--- src/rtl/step_dir_ctrl.sv ---
// step_dir_ctrl: front end for the ring/bidirectional counter.
// It synchronises and debounces the raw step and direction buttons, toggles
// the direction on each accepted direction press, and runs an auto-step
// prescaler. The results are merged into a registered one-cycle step pulse
// and a registered direction level.
//
// Ports:
//   clk      in   system clock, rising edge
//   rst_n    in   asynchronous active-low reset
//   btn_step in   raw bouncing step button, active high
//   btn_dir  in   raw bouncing direction button, active high
//   auto_en  in   synchronous auto-step enable
//   step     out  registered one-cycle advance pulse
//   dir      out  registered direction (0 = up, 1 = down)

// step_dir_deb: 2-flop synchroniser followed by a debounce FSM.
// Ports: clk, rst_n, raw (async button), press (one-cycle accepted-press event,
// valid in the cycle before the FSM enters PRESSED).
module step_dir_deb #(
    parameter int DEB_CYCLES = 4,
    parameter int DEB_W      = 16
) (
    input  logic clk,
    input  logic rst_n,
    input  logic raw,
    output logic press
);
    typedef enum logic [1:0] {IDLE, ARM, PRESSED, REL} deb_state_t;

    localparam logic [DEB_W-1:0] LAST = DEB_W'(DEB_CYCLES - 1);

    logic             s1;
    logic             s2;
    deb_state_t       state;
    logic [DEB_W-1:0] cnt;

    always_ff @(posedge clk or negedge rst_n) begin
        if (!rst_n) begin
            s1 <= 1'b0;
            s2 <= 1'b0;
        end else begin
            s1 <= raw;
            s2 <= s1;
        end
    end

    always_ff @(posedge clk or negedge rst_n) begin
        if (!rst_n) begin
            state <= IDLE;
            cnt   <= '0;
        end else begin
            case (state)
                IDLE: begin
                    if (s2) begin
                        state <= ARM;
                        cnt   <= '0;
                    end
                end
                ARM: begin
                    if (!s2)
                        state <= IDLE;
                    else if (cnt == LAST)
                        state <= PRESSED;
                    else
                        cnt <= cnt + 1'b1;
                end
                PRESSED: begin
                    if (!s2) begin
                        state <= REL;
                        cnt   <= '0;
                    end
                end
                REL: begin
                    if (s2)
                        state <= PRESSED;
                    else if (cnt == LAST)
                        state <= IDLE;
                    else
                        cnt <= cnt + 1'b1;
                end
                default: begin
                    state <= IDLE;
                    cnt   <= '0;
                end
            endcase
        end
    end

    // Event is decoded from the ARM->PRESSED transition so the consumer can
    // register it on the very edge the FSM accepts the press.
    assign press = (state == ARM) && s2 && (cnt == LAST);
endmodule

module step_dir_ctrl #(
    parameter int DEB_CYCLES = 4,
    parameter int DEB_W      = 16,
    parameter int PRESCALE   = 8,
    parameter int PRE_W      = 16
) (
    input  logic clk,
    input  logic rst_n,
    input  logic btn_step,
    input  logic btn_dir,
    input  logic auto_en,
    output logic step,
    output logic dir
);
    localparam logic [PRE_W-1:0] PRE_LAST = PRE_W'(PRESCALE - 1);

    logic             step_press;
    logic             dir_press;
    logic [PRE_W-1:0] pre;
    logic             auto_wrap;

    step_dir_deb #(.DEB_CYCLES(DEB_CYCLES), .DEB_W(DEB_W)) u_deb_step (
        .clk   (clk),
        .rst_n (rst_n),
        .raw   (btn_step),
        .press (step_press)
    );

    step_dir_deb #(.DEB_CYCLES(DEB_CYCLES), .DEB_W(DEB_W)) u_deb_dir (
        .clk   (clk),
        .rst_n (rst_n),
        .raw   (btn_dir),
        .press (dir_press)
    );

    assign auto_wrap = auto_en && (pre == PRE_LAST);

    // Dropping auto_en clears the prescaler outright, so a partial period
    // never yields a pulse.
    always_ff @(posedge clk or negedge rst_n) begin
        if (!rst_n)
            pre <= '0;
        else if (!auto_en || auto_wrap)
            pre <= '0;
        else
            pre <= pre + 1'b1;
    end

    always_ff @(posedge clk or negedge rst_n) begin
        if (!rst_n) begin
            step <= 1'b0;
            dir  <= 1'b0;
        end else begin
            step <= step_press | auto_wrap;
            dir  <= dir ^ dir_press;
        end
    end
endmodule

--- config.mk ---
export PLATFORM = sky130hd
export DESIGN_NAME = step_dir_ctrl
export DESIGN_NICKNAME = d
export VERILOG_FILES = /design/src/rtl/step_dir_ctrl.sv
export SDC_FILE = /design/constraint.sdc
export NUM_CORES = 1
export LEC_CHECK = 0
export ABC_AREA = 1
export CORE_ASPECT_RATIO = 1.75
export CORE_MARGIN = 2
export CORE_UTILIZATION = 62
export DETAILED_ROUTE_END_ITERATION = 10
export PLACE_DENSITY = 0.8
export SLEW_MARGIN = 30
export SYNTH_ARGS = -nofsm -noshare
export SYNTH_HDL_FRONTEND = slang
export SYNTH_HIERARCHICAL = 1
export SYNTH_SLANG_ARGS = --single-unit
--- constraint.sdc ---
create_clock -name clk -period 1.5 [get_ports clk]
set_input_delay 0.3 -clock clk [delete_from_list [all_inputs] [get_ports clk]]
set_output_delay 0.3 -clock clk [all_outputs]
set_load 0.05 [all_outputs]
==> flow_metrics.py, run 1 <==
metrics = {
    "run_status": {
        "status": "finished, final reports clean",
    },
    "power_and_ir_drop": {
        "pwr-share-seq_pct": 39.1,
        "p_clk_share_pct": 32.6,
        "vdd_drop_max_uv": 1088,
        "swShare_pct": 34.51,
        "pwr_density_cell_mw_per_mm2": 1172,
        "p_switching_uw": 1652,
        "internal_power_uw": 3136,
        "p_leak_uw": 0.001955,
        "p_comb_share_pct": 28.3,
        "total_power_uw": 4788,
    },
    "worst_setup_path": {
        "worstSetupStartpointType": "flip-flop",
        "path_max_fanout": 5,
        "cp_top_family": "simple AND/OR/NAND/NOR gates",
        "cpMaxStageDelayCell": "dfrtp_2",
        "cp_num_buf_inv": 1,
        "worstPathRequired_ps": 1760,
        "worst_setup_path_end_kind": "flip-flop",
        "slowest_delay_ps": 410,
        "path_class": "reg2reg",
        "arrival_ps": 1720,
        "r2r_slack_ps": 40,
        "cp_cell_sequence": "ha_4 -> nand3b_1 -> nor2_2 -> buf_4 -> nand3_4 -> nor2_1 -> o21bai_1",
    },
    "sta": {
        "slew_violations": 0,
        "fmax_ghz": 0.6850,
        "clock_skew_ps": 6.302,
        "fin_crit_sh_pct": 97.33,
        "hold_viol": 0,
        "fin_crit_ps": 1460,
        "rsz0062_at_grt": "yes",
        "setup_violations": 0,
        "worst_pin_slew_ps": 476.3,
        "max_slew_margin_pct": 68.24,
    },
    "yosys": {
        "yosysTopAreaCellShare_pct": 43.40,
        "ys_warn_count": 6,
        "async_flop_share_pct": 100.0,
        "synth.area.top_cells": "dfrtp_1 43%, nand2_1 18%, nor2_1 10%",
        "synthesis.area_mm2": 0.003344,
        "syn_inst": 465,
        "synth.avg_cell_area_um2": 7.192,
        "synth_enable_flop_cells": 0,
        "synth-seq-area-share_pct": 43.40,
        "synth_top_area_cell": "dfrtp_1",
        "ys_types": 23,
        "synthTopCellsByCount": "159 x nand2_1, 89 x nor2_1, 58 x dfrtp_1",
        "synth_nets": 473,
        "synth_most_common_cell": "nand2_1",
        "ys_seq_elements": 58,
        "synth_flop_cell": "dfrtp_1",
    },
    "clock_tree": {
        "cts_tree": "yes",
        "cts.htree.levels": 3,
        "cts_max_path_buffers": 2,
        "cts-root-buf": "clkbuf_8",
        "clkTransAtPathRegs_ps": 70,
        "clock_latency_ps": 340,
        "clock_sinks": 58,
        "cts_buffers": 9,
    },
    "layout": {
        "areaGrowthSynthToFinish_pct": 22.11,
        "fin_cells": 573,
        "final-seq-area_mm2": 0.001453,
        "fill_cells": 370,
        "fin_area_mm2": 0.004084,
        "layout-drive-gt1-share_pct": 20.27,
        "n_antenna_cell": 0,
        "layout.nets": 521,
        "multi_input_area_mm2": 0.001853,
    },
    "floorplan": {
        "die_area_mm2": 0.006021,
        "rows": 35,
        "start_util_pct": 63.64,
        "num_io_pins": 7,
        "core_mm2": 0.005255,
        "die-height_um": 101.2,
        "die_w_um": 59.52,
    },
    "placed_design": {
        "io_buffers": 6,
        "dpl-instance-area_mm2": 0.003607,
        "dp_cells": 540,
        "gp_congestion": 0.9299,
        "dpl.hpwl_um": 5887,
    },
    "routing": {
        "wirelength_um": 8678,
        "wl_per_cell_um": 15.14,
        "first_pass_iters": 7,
        "drt-initial-drc-count": 179,
        "vias": 3263,
        "drtAntennaViolNets": 0,
        "viasPerCell": 5.695,
        "drc": 0,
    },
    "global_routing": {
        "grt_pass1_wl_um": 13700,
        "overflow": 0,
        "grt.total_usage_pct": 30.08,
        "antenna_found_initial": 0,
        "grt_max_degree": 24,
        "grt_pass1_vias": 3180,
    },
    "worst_hold_path": {
        "hold_class": "reg2reg",
    },
    "flow_run": {
        "drv_cap": 0,
    },
}
==> logic make-up after synthesis <==
| kind of cell | synth area share (%) |
|---|---|
| fa+ha+maj | 1.122 |
| buf+inv | 5.275 |
| compound gates | 2.918 |
| xor+xnor | 4.714 |
| flops | 43.40 |
| simple gates | 42.57 |
==> flip-flops by register name, summed over array words and instances (netlist names), named ones only <==
| name | count |
|---|---|
| step | 1 |
| dir | 1 |
| u_deb_step/state | 1 |
| u_deb_dir/state | 1 |
| pre | 16 |
| u_deb_step/cnt | 16 |
| u_deb_dir/cnt | 16 |
| u_deb_step/s2 | 1 |
| u_deb_dir/s1 | 1 |
| u_deb_step/s1 | 1 |
| u_deb_dir/s2 | 1 |
==> what timing repair did <==
item,CTS,global route
pin swaps,0,7
hold endpoints to repair,16,0
hold buffers,1,0
setup endpoints to repair,10,44
buffers inserted,1,14
gates resized for setup,2,37
gates cloned,0,1
==> layout by cell type, fill, tap and decap left out, types with 3 or more instances in the layout <==
master           netlist  layout
buf_12                 0       4
buf_4                  0      30
clkbuf_8               0      13
clkdlybuf4s50_1        0       3
dfrtp_1               58      57
inv_1                 37      32
inv_2                  1       6
nand2_1              159     152
nand2_2                5      10
nand2_4                4       5
nand3_1               34      33
nand4_1               12      12
nor2_1                89      83
nor2_2                 9      11
nor2_4                 2       6
o21ai_0                7       4
o21ai_1                6       7
o21bai_1               3       3
or2_2                  6       6
xnor2_1                5       5
xor2_1                13      13
==> routing by layer <==
metal / share of wire, % / track usage, % / up-vias
li1: - / - / 1555
met1: 35 / 31.68 / 1516
met2: 54 / 54.27 / 146
met3: 5.1 / 5.747 / 46
met4: 5.1 / 16.24 / 0
met5: 0 / 0 / -
==> power by group through the flow <==
stage | combinational (uW) | clock (uW) | sequential (uW)
final | 1360 | 1560 | 1870
after global routing | 1470 | 1630 | 1880
after CTS | 1110 | 1580 | 1840
after detailed placement | 1080 | 0 | 1880
after global placement | 1050 | 0 | 1870
after floorplan | 707 | 0 | 1890
==> final cells by class <==
| cell class | instances | share of cell area (%) |
|---|---|---|
| sequential | 58 | 35.57 |
| clock inverter | 1 | 0.7353 |
| multi-input combinational | 367 | 45.37 |
| tap | 55 | 1.685 |
| timing repair buffer | 39 | 8.578 |
| inverter | 38 | 3.493 |
| clock buffer | 15 | 4.565 |
==> worst register-to-register path: cells and delay by family (launching register included) <==
family | cells | cell delay, ps
adders and majority gates | 1 | 170
and+or+nand+nor | 4 | 550
AOI/OAI and AO/OA | 1 | 130
buffers and inverters | 1 | 130
DFF | 1 | 410
==> through the flow <==
step           hold WS [ps]  worst slack [ps]  TNS, ps  util [%]
5_1_grt               363.3            -101.9   -487.1     77.71
2_1_floorplan         4.409             233.6        0         -
4_1_cts               358.8             5.131        0     73.19
3_5_place_dp          280.2             1.194        0     68.64
6_report              356.7             40.10        0     77.71
3_3_place_gp          278.0             52.40        0     68.64
==> path summary, 6_finish.rpt <==
check	startpoint	cells after the start	endpoint
max	u_deb_step/cnt[1]	7	step
min	u_deb_step/s1	0	u_deb_step/s2
max reg2reg	u_deb_step/cnt[1]	7	step
min reg2reg	u_deb_step/s1	0	u_deb_step/s2
max in group asynchronous	rst_n	3	u_deb_step/cnt[7]
min in group asynchronous	rst_n	2	pre[12]
Power figures use the tool's default switching activity.
==> run 2, diff against run 1 <==
--- a/config.mk
+++ b/config.mk
@@ -6,6 +6,7 @@
 export NUM_CORES = 1
 export LEC_CHECK = 0
 export ABC_AREA = 1
+export CAP_MARGIN = 0
 export CORE_ASPECT_RATIO = 1.75
 export CORE_MARGIN = 2
 export CORE_UTILIZATION = 62
==> results of run 2 <==
Same layout as run 1: the final DEF is identical, and so are final timing and power.
